File: src/rtl/gb_apu_pkg.sv
// Shared constants and types for the Game Boy APU channel register front ends.
package gb_apu_pkg;

  localparam logic [7:0] ADDR_NR21 = 8'h16;
  localparam logic [7:0] ADDR_NR22 = 8'h17;
  localparam logic [7:0] ADDR_NR23 = 8'h18;
  localparam logic [7:0] ADDR_NR24 = 8'h19;

  // Write-only bits read back as 1
  localparam logic [7:0] RD_MASK_NR21 = 8'h3F;
  localparam logic [7:0] RD_MASK_NR23 = 8'hFF;
  localparam logic [7:0] RD_MASK_NR24 = 8'hBF;
  localparam logic [7:0] RD_MASK_NONE = 8'hFF;

  typedef enum logic {
    TRIG_IDLE  = 1'b0,
    TRIG_PULSE = 1'b1
  } trig_state_t;

endpackage

File: src/rtl/apu_trigger_pulse.sv
// Stretches a one-cycle trigger request into a TRIG_CYCLES-long pulse; a new
// request during the pulse restarts the count without a gap.
module apu_trigger_pulse
  import gb_apu_pkg::*;
#(
  parameter int TRIG_CYCLES = 4
) (
  input  logic        clk,
  input  logic        rst_n,
  input  logic        clear,
  input  logic        start,
  output trig_state_t state_o
);

  localparam int CNT_W = $clog2(TRIG_CYCLES + 1);
  localparam logic [CNT_W-1:0] CNT_LOAD = CNT_W'(TRIG_CYCLES - 1);
  localparam logic [CNT_W-1:0] CNT_ONE  = CNT_W'(1);

  trig_state_t      state_q, state_d;
  logic [CNT_W-1:0] cnt_q, cnt_d;

  always_comb begin
    state_d = state_q;
    cnt_d   = cnt_q;
    if (clear) begin
      state_d = TRIG_IDLE;
      cnt_d   = '0;
    end else begin
      case (state_q)
        TRIG_IDLE: begin
          if (start) begin
            state_d = TRIG_PULSE;
            cnt_d   = CNT_LOAD;
          end
        end
        TRIG_PULSE: begin
          if (start) begin
            cnt_d = CNT_LOAD;
          end else if (cnt_q == '0) begin
            state_d = TRIG_IDLE;
          end else begin
            cnt_d = cnt_q - CNT_ONE;
          end
        end
        default: begin
          state_d = TRIG_IDLE;
          cnt_d   = '0;
        end
      endcase
    end
  end

  always_ff @(posedge clk) begin
    if (!rst_n) begin
      state_q <= TRIG_IDLE;
      cnt_q   <= '0;
    end else begin
      state_q <= state_d;
      cnt_q   <= cnt_d;
    end
  end

  assign state_o = state_q;

endmodule

File: src/rtl/pulse_channel2_regs.sv
// NR21..NR24 register front end for pulse channel 2: bus decode, register
// storage, masked read-back and the trigger pulse towards the channel.
module pulse_channel2_regs
  import gb_apu_pkg::*;
#(
  parameter int TRIG_CYCLES = 4
) (
  input  logic        clk,
  input  logic        rst_n,
  input  logic        cs,
  input  logic [7:0]  addr,
  input  logic        wr_en,
  input  logic        rd_en,
  input  logic [7:0]  wdata,
  output logic [7:0]  rdata,
  output logic        rdata_valid,
  input  logic        apu_power,
  output logic [10:0] freq,
  output logic [5:0]  length_load,
  output logic [1:0]  duty_cycle,
  output logic [3:0]  starting_volume,
  output logic        env_add,
  output logic [2:0]  period,
  output logic        length_enable,
  output logic        trigger,
  output logic        dac_enable
);

  logic [1:0]  duty_q, duty_d;
  logic [5:0]  len_q, len_d;
  logic [7:0]  nr22_q, nr22_d;
  logic [10:0] freq_q, freq_d;
  logic        len_en_q, len_en_d;
  logic [7:0]  rdata_q, rdata_d;
  logic        rdata_valid_q, rdata_valid_d;

  logic        wr_hit, rd_hit, trig_start;
  trig_state_t trig_state;

  assign wr_hit     = cs & wr_en & apu_power;
  assign rd_hit     = cs & rd_en;
  assign trig_start = wr_hit & (addr == ADDR_NR24) & wdata[7];

  always_comb begin
    duty_d   = duty_q;
    len_d    = len_q;
    nr22_d   = nr22_q;
    freq_d   = freq_q;
    len_en_d = len_en_q;
    if (!apu_power) begin
      duty_d   = '0;
      len_d    = '0;
      nr22_d   = '0;
      freq_d   = '0;
      len_en_d = 1'b0;
    end else if (wr_hit) begin
      case (addr)
        ADDR_NR21: begin
          duty_d = wdata[7:6];
          len_d  = wdata[5:0];
        end
        ADDR_NR22: nr22_d = wdata;
        ADDR_NR23: freq_d[7:0] = wdata;
        ADDR_NR24: begin
          len_en_d     = wdata[6];
          freq_d[10:8] = wdata[2:0];
        end
        default: ;
      endcase
    end
  end

  // Read mux uses pre-write register values; with power off the fields read as cleared.
  always_comb begin
    rdata_d       = rdata_q;
    rdata_valid_d = rd_hit;
    if (rd_hit) begin
      case (addr)
        ADDR_NR21: rdata_d = {(apu_power ? duty_q : 2'b00), 6'h00} | RD_MASK_NR21;
        ADDR_NR22: rdata_d = apu_power ? nr22_q : 8'h00;
        ADDR_NR23: rdata_d = RD_MASK_NR23;
        ADDR_NR24: rdata_d = {1'b0, (apu_power & len_en_q), 6'h00} | RD_MASK_NR24;
        default:   rdata_d = RD_MASK_NONE;
      endcase
    end
  end

  always_ff @(posedge clk) begin
    if (!rst_n) begin
      duty_q        <= '0;
      len_q         <= '0;
      nr22_q        <= '0;
      freq_q        <= '0;
      len_en_q      <= 1'b0;
      rdata_q       <= '0;
      rdata_valid_q <= 1'b0;
    end else begin
      duty_q        <= duty_d;
      len_q         <= len_d;
      nr22_q        <= nr22_d;
      freq_q        <= freq_d;
      len_en_q      <= len_en_d;
      rdata_q       <= rdata_d;
      rdata_valid_q <= rdata_valid_d;
    end
  end

  apu_trigger_pulse #(
    .TRIG_CYCLES(TRIG_CYCLES)
  ) u_trig (
    .clk    (clk),
    .rst_n  (rst_n),
    .clear  (~apu_power),
    .start  (trig_start),
    .state_o(trig_state)
  );

  assign trigger         = (trig_state == TRIG_PULSE);
  assign rdata           = rdata_q;
  assign rdata_valid     = rdata_valid_q;
  assign freq            = freq_q;
  assign length_load     = len_q;
  assign duty_cycle      = duty_q;
  assign starting_volume = nr22_q[7:4];
  assign env_add         = nr22_q[3];
  assign period          = nr22_q[2:0];
  assign length_enable   = len_en_q;
  assign dac_enable      = |nr22_q[7:3];

endmodule

File: config.mk
export PLATFORM = sky130hd
export DESIGN_NAME = pulse_channel2_regs
export DESIGN_NICKNAME = d
export VERILOG_FILES = /design/src/rtl/gb_apu_pkg.sv /design/src/rtl/apu_trigger_pulse.sv /design/src/rtl/pulse_channel2_regs.sv
export SDC_FILE = /design/constraint.sdc
export NUM_CORES = 1
export LEC_CHECK = 0
export ABC_AREA = 0
export CAP_MARGIN = 20
export CORE_MARGIN = 3
export CORE_UTILIZATION = 48
export DETAILED_ROUTE_END_ITERATION = 10
export PLACE_DENSITY = 0.88
export RECOVER_POWER = 50
export SETUP_SLACK_MARGIN = 0.1
export SLEW_MARGIN = 20
export SYNTH_ARGS = -nofsm -noshare
export SYNTH_HDL_FRONTEND = slang
export SYNTH_SLANG_ARGS = --single-unit
File: constraint.sdc
create_clock -name clk -period 4.5 [get_ports clk]
set_input_delay 1.35 -clock clk [delete_from_list [all_inputs] [get_ports clk]]
set_output_delay 1.35 -clock clk [all_outputs]
set_load 0.01 [all_outputs]
==> results of run 1 <==
path summary, 6_finish.rpt:
kind                                   to                    startpoint  cells after the start  slack, ps
min reg2reg          freq[7]$_SDFFE_PN0P_          freq[7]$_SDFFE_PN0P_                      2        470
min                  freq[7]$_SDFFE_PN0P_          freq[7]$_SDFFE_PN0P_                      2        470
max                 rdata[5]$_SDFFE_PN0P_                       addr[5]                      4       1400
max reg2reg  u_trig.cnt_q[1]$_SDFFE_PN0P_  u_trig.cnt_q[0]$_SDFFE_PN0P_                      6       2860
synth_stat cells, types with 2 or more instances:
master / count / area (um2)
a21oi_1: 3 / 15.0
a31oi_1: 6 / 37.5
and2_1: 2 / 12.5
and3_1: 3 / 18.8
and4_1: 2 / 17.5
buf_2: 3 / 15.0
clkbuf_1: 4 / 15.0
dfxtp_1: 41 / 821
ha_1: 2 / 25.0
inv_1: 3 / 11.3
mux2_2: 3 / 33.8
mux2i_1: 28 / 280
nand2_1: 48 / 180
nand3_2: 3 / 30.0
nor3_1: 2 / 10.0
o21ai_0: 9 / 45.0
metal layers:
metal	GRT usage (%)	vias to the layer above
li1	-	733
met1	25.3	661
met2	30.4	41
met3	5.10	5
met4	5.44	0
met5	0	-
final cells by class:
cell class,count,area [um2]
clock inverters,1,30.0
repair buffers,61,608
flip-flops and latches,41,821
multi-input cells,125,831
clock buffers,7,55.1
well taps,46,57.6
fillers,256,976
inverters,3,11.3
power by group through the flow:
stage,Combinational [uW],Clock [uW],Sequential [uW]
floorplan,21.7,0,381
global placement,58.5,0,378
detailed placement,58.7,0,379
CTS,59.2,253,370
global route,61.0,269,371
finish,55.5,248,370
metrics by stage:
stage / instances / total power, uW
after floorplan: 178 / 403
after global placement: 276 / 437
after detailed placement: 276 / 437
after CTS: 284 / 683
after global routing: 284 / 701
final: 284 / 674
registers in the layout, indices dropped and copies added (netlist names):
name            flops
rdata               8
nr22_q              8
u_trig.cnt_q        3
duty_cycle          2
rdata_valid         1
u_trig.state_o      1
length_enable       1
freq               11
length_load         6
kinds of logic after synthesis:
logic type / count (synthesis) / share of synthesized area [%]
AOI/OAI and AO/OA: 21 / 7.26
buffers and inverters: 12 / 3.27
and+or+nand+nor: 70 / 21.6
muxes: 31 / 18.2
xor gates and xnor gates: 1 / 0.508
DFF: 41 / 47.6
adders and majority gates: 2 / 1.45
worst min-delay path, cell delays in order (launching register included):
cell and delay [ps]:
dfxtp_1 330, nand2_1 50, mux2i_1 50
==> run_results.csv, run 1 <==
group,metric,value,unit
outcome,status,"finished clean",
power,seq_power_share,54.9,%
placed_design,place_ws,1290,ps
global_routing,grt_antenna_before_repair,0,
detailed_routing,drt-wirelength-per-cell,13.8,um
global_routing,grt_pass1_vias,1371,
critical_path,critPathCaptureType,"flop",
global_routing,grt_start_max_net_pins,39,
sta,relSlewSlack,49.1,%
final_layout,utilization,71.2,%
power,p_clk_share,36.8,%
clocking,numCtsBuffers,5,
logic_synthesis,synthesis.instances,178,
detailed_routing,top_layer,"met4",
logic_synthesis,seq_area_frac_synth,47.6,%
final_layout,postLayoutCellArea,2410,um2
power,peakVddDrop,0.000175,V
power,power.internal,530,uW
detailed_routing,antenna_left,0,
detailed_routing,wl_met1,1.86,mm
sta,worstMarginPinSlew,757,ps
clocking,clk_latency,340,ps
clocking,postCtsResizedCells,0,
critical_path,cp_cell_sequence,"dlygate4sd3_1 > or4b_1 > nor3_1 > a31oi_1",
power,p_sw,143,uW
floorplan,rows,21,
logic_synthesis,synth_area_per_cell,9.68,um2
final_layout,layout_common_cells,"48 x nand2_1, 41 x dfxtp_1, 33 x dlygate4sd3_1",
floorplan,coreArea,3390,um2
critical_path,cp-start-kind,"primary input",
detailed_routing,drtPass1Iterations,4,
global_routing,track_usage,19.1,%
critical_path,critPathMaxFanout,7,
sta,slew_violations,0,
final_layout,syn_to_final_growth,40.1,%
critical_path,crit_arrival,3310,ps
final_layout,mostFrequentLayoutCell,"nand2_1",
sta,fin_crit_sh,68.9,%
detailed_routing,first_iter_violations,147,
placed_design,portBuffers,60,
detailed_routing,num_vias,1440,
detailed_routing,met3_length,202,um
critical_path,path_delay_family,"simple AND/OR/NAND/NOR gates",
sta,fin_hold_ws,466,ps
logic_synthesis,synth_area,1720,um2
placed_design,dp_hpwl,2.87,mm
clocking,htreeDepth,2,
final_layout,nets,261,
placed_design,dpl_cell_area,2340,um2
worst_hold_path,min_path_type,"flop to flop",
sta,fmax,323,MHz
power,powerDensity,279,nW/um2
floorplan,boundaryPins,61,
sta,setup_viol,0,
sta,setup_ws,1400,ps
clocking,cts_tree,"built",
sta,fin_crit,3100,ps
floorplan,dieArea,4340,um2
power,sw_frac_of_total,21.3,%
floorplan,die_x,65.9,um
critical_path,cp_num_buf_inv,1,
sta,finClkSkew,2.16,ps
logic_synthesis,ys_warn_count,0,
power,pwr-share-comb,8.2,%
floorplan,start_util,50.8,%
detailed_routing,drc,0,
detailed_routing,post_drt_via_cell_ratio,5.07,
detailed_routing,route.met2.wl,1.81,mm
global_routing,gr-total-overflow,0,
global_routing,grt_pass1_wl,6.35,mm
final_layout,antenna_cells,0,
sta,hold_violations,0,
final_layout,drive_gt1_share,6.30,%
critical_path,worstSetupPathType,"primary input to flop",
sta,rsz0062_at_grt,"false",
power,p_leak,0.00105,uW
clocking,clock_tree.root_cell,"clkbuf_4",
logic_synthesis,ys_seq_elements,41,
logic_synthesis,async_flop_share,0,%
critical_path,cp_slowest_cell,"nor3_1",
clocking,path_clk_slew,110,ps
clocking,cts_hold_buf,0,
logic_synthesis,synth_fp_nets,202,
logic_synthesis,synth-main-ff-cell,"dfxtp_1",
floorplan,chipHeight,65.9,um
clocking,post_cts_buffers,0,
critical_path,required,4710,ps
logic_synthesis,synth_cell_types,32,
critical_path,max_stage_delay,660,ps
placed_design,gp_congestion,0.765,
sta,fin_tns_setup,0,ps
job,cap_violations,0,
detailed_routing,wl,3.91,mm
clocking,cts_buffer_depth,2,
clocking,clock_sinks,41,
logic_synthesis,synth_edf_count,0,
(Power assumes the default switching activity.)
==> run 2: changes to the inputs <==
- CORE_UTILIZATION: 48 -> 40
- PLACE_DENSITY: 0.88 -> 0.78
- clock period: 4.5 -> 2.8 ns (I/O delays scaled with it)
==> run_results.csv, run 2 (same netlist as run 1, synthesis figures left out) <==
group,metric,value,unit
outcome,status,"finished clean",
clocking,postCtsResizedCells,0,
power,sw_frac_of_total,24.5,%
sta,finClkSkew,4.82,ps
final_layout,drive_gt1_share,8.68,%
power,power.internal,825,uW
final_layout,nets,265,
critical_path,cp_cell_sequence,"dlygate4sd3_1 > nor4b_4 > and3_1 > buf_4 > mux2i_1",
clocking,clk_latency,290,ps
clocking,path_clk_slew,90,ps
power,p_leak,0.00109,uW
sta,worstMarginPinSlew,467,ps
power,peakVddDrop,0.000313,V
final_layout,utilization,60.7,%
power,total_power,1090,uW
final_layout,largest_reg_flops,11,
power,powerDensity,441,nW/um2
clocking,cts_hold_buf,0,
final_layout,syn_to_final_growth,43.9,%
global_routing,gr-total-overflow,0,
global_routing,grt_use_met1,23.5,%
floorplan,die_x,71.6,um
critical_path,critPathCaptureType,"flop",
floorplan,rows,23,
sta,fmax,429,MHz
global_routing,grt_util_met3,3.65,%
clocking,cts_buffer_depth,2,
floorplan,dieArea,5130,um2
global_routing,busiest_layer,"met2",
global_routing,grt_start_max_net_pins,39,
worst_hold_path,whs_endpoint,"freq[4]$_SDFFE_PN0P_",
detailed_routing,first_iter_violations,88,
power,seq_power_share,54.4,%
final_layout,mostFrequentLayoutCell,"nand2_1",
final_layout,n_fill_cell,380,
critical_path,max_stage_delay,590,ps
sta,setup_viol,0,
global_routing,grt_antenna_before_repair,0,
critical_path,critPathMaxFanout,8,
clocking,numCtsBuffers,5,
placed_design,portBuffers,60,
sta,slew_violations,0,
detailed_routing,drtPass1Iterations,4,
sta,fin_tns_setup,0,ps
placed_design,gp_congestion,0.821,
job,cap_violations,0,
sta,fin_crit,2330,ps
sta,relSlewSlack,68.7,%
final_layout,layout_common_cells,"48 x nand2_1, 41 x dfxtp_1, 35 x dlygate4sd3_1",
detailed_routing,drt-wirelength-per-cell,13.9,um
floorplan,coreArea,4090,um2
critical_path,rrSetupSlack,1120,ps
detailed_routing,drc,0,
global_routing,grtUsageMet2,26.1,%
worst_hold_path,min_from,"freq[4]$_SDFFE_PN0P_",
global_routing,grt_pass1_wl,6.93,mm
power,p_sw,268,uW
global_routing,track_usage,16.7,%
placed_design,dp_hpwl,2.96,mm
floorplan,start_util,42.2,%
worst_hold_path,min_path_type,"flop to flop",
clocking,post_cts_buffers,0,
detailed_routing,antenna_left,0,
detailed_routing,post_drt_via_cell_ratio,5.04,
critical_path,cp-start-kind,"primary input",
detailed_routing,num_vias,1473,
power,pwr-share-comb,9.0,%
floorplan,boundaryPins,61,
worst_hold_path,worstHoldPathCells,2,
critical_path,reg2reg_depth,6,
critical_path,cp_slowest_cell,"dlygate4sd3_1",
global_routing,grt_pass1_vias,1451,
clocking,htreeDepth,2,
critical_path,r2r_start,"u_trig.cnt_q[0]$_SDFFE_PN0P_",
critical_path,required,3020,ps
floorplan,chipHeight,71.6,um
critical_path,worstSetupPathType,"primary input to flop",
sta,rsz0062_at_grt,"false",
critical_path,r2r-end,"u_trig.cnt_q[1]$_SDFFE_PN0P_",
critical_path,crit_arrival,2550,ps
final_layout,antenna_cells,0,
power,p_clk_share,36.6,%
sta,hold_violations,0,
sta,fin_crit_sh,83.2,%
clocking,clock_sinks,41,
clocking,clock_tree.root_cell,"clkbuf_8",
clocking,cts_tree,"built",
detailed_routing,wl,4.05,mm
-- run 2: cell types whose count changed in the layout (fill, tap and decap cells not counted), sizes merged --
cell and change:
buf +4, dlygate4sd3 +2, inv +2, clkbuf -2, bufinv -1, clkinvlp +1
clkdlybuf4s50 -2
-- run 2: area by class of cell --
type                            count  area [um2]  area share [%]
Clock buffer                        5        68.8            2.77
Clock inverter                      3        25.0            1.01
Inverter                            3        11.3           0.454
Multi-Input combinational cell    125         841            33.9
Sequential cell                    41         821            33.1
Tap cell                           50        62.6            2.52
Timing Repair Buffer               65         651            26.2
-- run 2: metrics by stage --
step | instance area [um2] | hold slack (ps) | instances | worst slack, ps
detailed placement | 2390 | 447 | 284 | 282
global placement | 2390 | 443 | 284 | 318
finish | 2480 | 459 | 292 | 471
CTS | 2480 | 466 | 292 | 586
floorplan | 1720 | 479 | 178 | 876
global route | 2480 | 479 | 292 | 403
-- run 2: power groups by stage --
stage,sequential (uW),clock [uW],combinational (uW)
2_1_floorplan,612,0,34.9
3_3_place_gp,608,0,100
3_5_place_dp,609,0,101
4_1_cts,595,411,102
5_1_grt,596,435,106
6_report,594,400,98.1
-- run 2: worst max path at each step --
stage	startpoint	endpoint	slack (ps)	depth (start not counted)
final	addr[5]	freq[0]$_SDFFE_PN0P_	470	5
after global routing	addr[5]	freq[6]$_SDFFE_PN0P_	400	5
after CTS	nr22_q[3]$_SDFFE_PN0P_	dac_enable	590	3
after detailed placement	addr[5]	rdata[6]$_SDFFE_PN0P_	280	4
after global placement	addr[5]	length_load[4]$_SDFFE_PN0P_	320	4
after floorplan	addr[0]	rdata[6]$_SDFFE_PN0P_	880	4
-- run 2: worst max-delay path: cells and delay by family --
kind                   cells  cell delay [ps]
buffers and inverters      2              780
AND/OR/NAND/NOR            2              740
multiplexers               1              190
-- run 2: routing by layer --
layer  wire length [um]  vias to the layer above
met5                  0                        -
met4                 19                        0
met3                234                        2
met2               1840                       45
met1               1960                      676
li1                   -                      750
==> run 3: changes to the inputs <==
- clock period: 2.8 -> 1.9 ns (I/O delays scaled with it)
==> run_results.csv, run 3 (same netlist as run 1, synthesis figures left out) <==
group,metric,value,unit
placed_design,portBuffers,60,
global_routing,track_usage,17.8,%
global_routing,grt_pass1_vias,1480,
detailed_routing,drt-wirelength-per-cell,14.7,um
critical_path,critPathMaxFanout,2,
sta,fin_crit,1800,ps
sta,slew_violations,0,
sta,fmax,557,MHz
final_layout,postLayoutCellArea,2660,um2
power,power.internal,1480,uW
power,total_power,1870,uW
floorplan,boundaryPins,61,
floorplan,coreArea,4090,um2
clocking,cts_buffer_depth,2,
sta,rsz0062_at_grt,"false",
detailed_routing,drtPass1Iterations,4,
worst_hold_path,min_path_type,"flop to flop",
global_routing,grt_start_max_net_pins,30,
critical_path,cp_slowest_cell,"dlygate4sd3_1",
sta,setup_ws,103,ps
placed_design,dpl_cell_area,2510,um2
sta,hold_violations,0,
final_layout,mostFrequentLayoutCell,"nand2_1",
critical_path,worstSetupPathType,"flop to primary output",
floorplan,die_x,71.6,um
placed_design,place_ws,-315,ps
clocking,clk_latency,300,ps
detailed_routing,drc,0,
sta,setup_viol,0,
detailed_routing,num_vias,1533,
power,p_sw,386,uW
placed_design,dp_hpwl,3.17,mm
final_layout,largest_reg_flops,11,
critical_path,required,1330,ps
sta,relSlewSlack,70.5,%
clocking,htreeDepth,2,
final_layout,syn_to_final_growth,54.5,%
sta,fin_crit_sh,94.6,%
clocking,cts_hold_buf,0,
power,p_clk_share,44.3,%
placed_design,gp_congestion,0.749,
power,seq_power_share,46.8,%
clocking,post_cts_buffers,0,
job,cap_violations,0,
critical_path,path_delay_family,"buffers and inverters",
critical_path,critPathCaptureType,"primary output",
final_layout,utilization,65.1,%
detailed_routing,antenna_left,0,
clocking,clock_sinks,41,
detailed_routing,post_drt_via_cell_ratio,5.06,
critical_path,cp_num_buf_inv,1,
final_layout,nets,276,
power,peakVddDrop,0.000358,V
sta,fin_tns_setup,0,ps
clocking,cts_tree,"built",
power,sw_frac_of_total,20.7,%
critical_path,cp_cell_sequence,"dlygate4sd3_1",
detailed_routing,first_iter_violations,73,
final_layout,layout_common_cells,"48 x nand2_1, 39 x dfxtp_1, 38 x clkdlybuf4s50_1",
floorplan,chipHeight,71.6,um
detailed_routing,wl,4.47,mm
clocking,clock_tree.root_cell,"clkbuf_8",
critical_path,crit_arrival,1230,ps
global_routing,grt_pass1_wl,7.03,mm
final_layout,n_fill_cell,365,
power,pwr-share-comb,8.8,%
final_layout,antenna_cells,0,
outcome,status,"finished clean",
floorplan,rows,23,
floorplan,start_util,42.2,%
power,powerDensity,703,nW/um2
global_routing,gr-total-overflow,0,
clocking,numCtsBuffers,5,
critical_path,max_stage_delay,600,ps
final_layout,drive_gt1_share,15.0,%
sta,worstMarginPinSlew,439,ps
power,p_leak,0.00114,uW
global_routing,grt_antenna_before_repair,0,
sta,finClkSkew,7.31,ps
floorplan,dieArea,5130,um2
clocking,path_clk_slew,80,ps
critical_path,cp-start-kind,"flop",
[run 3: what timing repair did]
item,4_1_cts,5_1_grt
resized for setup,17,13
cloned,0,0
endpoints found under the setup margin,46,42
pin swaps,4,4
[run 3: power groups by stage]
stage	logic (uW)	registers (uW)	clock network [uW]
final	165	876	829
after global routing	178	878	875
after CTS	168	876	846
after detailed placement	166	897	0
after global placement	164	896	0
after floorplan	51.5	902	0
[run 3: area by class of cell]
| cell class | instances | area (um2) | share of cell area [%] |
|---|---|---|---|
| Sequential cell | 41 | 823 | 30.9 |
| Multi-Input combinational cell | 125 | 876 | 32.9 |
| Timing Repair Buffer | 76 | 754 | 28.3 |
| Inverter | 3 | 11.3 | 0.423 |
| Clock buffer | 5 | 68.8 | 2.59 |
| Clock inverter | 3 | 65.1 | 2.44 |
| Tap cell | 50 | 62.6 | 2.35 |
[run 3: worst paths after layout]
path / startpoint / slack [ps] / cells past startpoint / endpoint
hold reg to reg: freq[4]$_SDFFE_PN0P_ / 470 / 2 / freq[4]$_SDFFE_PN0P_
setup reg to reg: u_trig.cnt_q[0]$_SDFFE_PN0P_ / 410 / 6 / u_trig.cnt_q[1]$_SDFFE_PN0P_
hold / removal: freq[4]$_SDFFE_PN0P_ / 470 / 2 / freq[4]$_SDFFE_PN0P_
setup / recovery: rdata[1]$_SDFFE_PN0P_ / 100 / 1 / rdata[1]
[run 3: through the flow]
stage | std cells | hold WS, ps
2_1_floorplan | 178 | 479
3_3_place_gp | 295 | 447
6_report | 303 | 466
3_5_place_dp | 295 | 449
5_1_grt | 303 | 479
4_1_cts | 303 | 468
[run 3: layer usage]
| metal | global-route usage, % | vias to the layer above | routed length [um] |
|---|---|---|---|
| met5 | 0 | - | 0 |
| met4 | 8.14 | 0 | 109 |
| met3 | 4.21 | 10 | 247 |
| met2 | 27.7 | 43 | 2090 |
| met1 | 23.6 | 715 | 2020 |
| li1 | - | 765 | - |
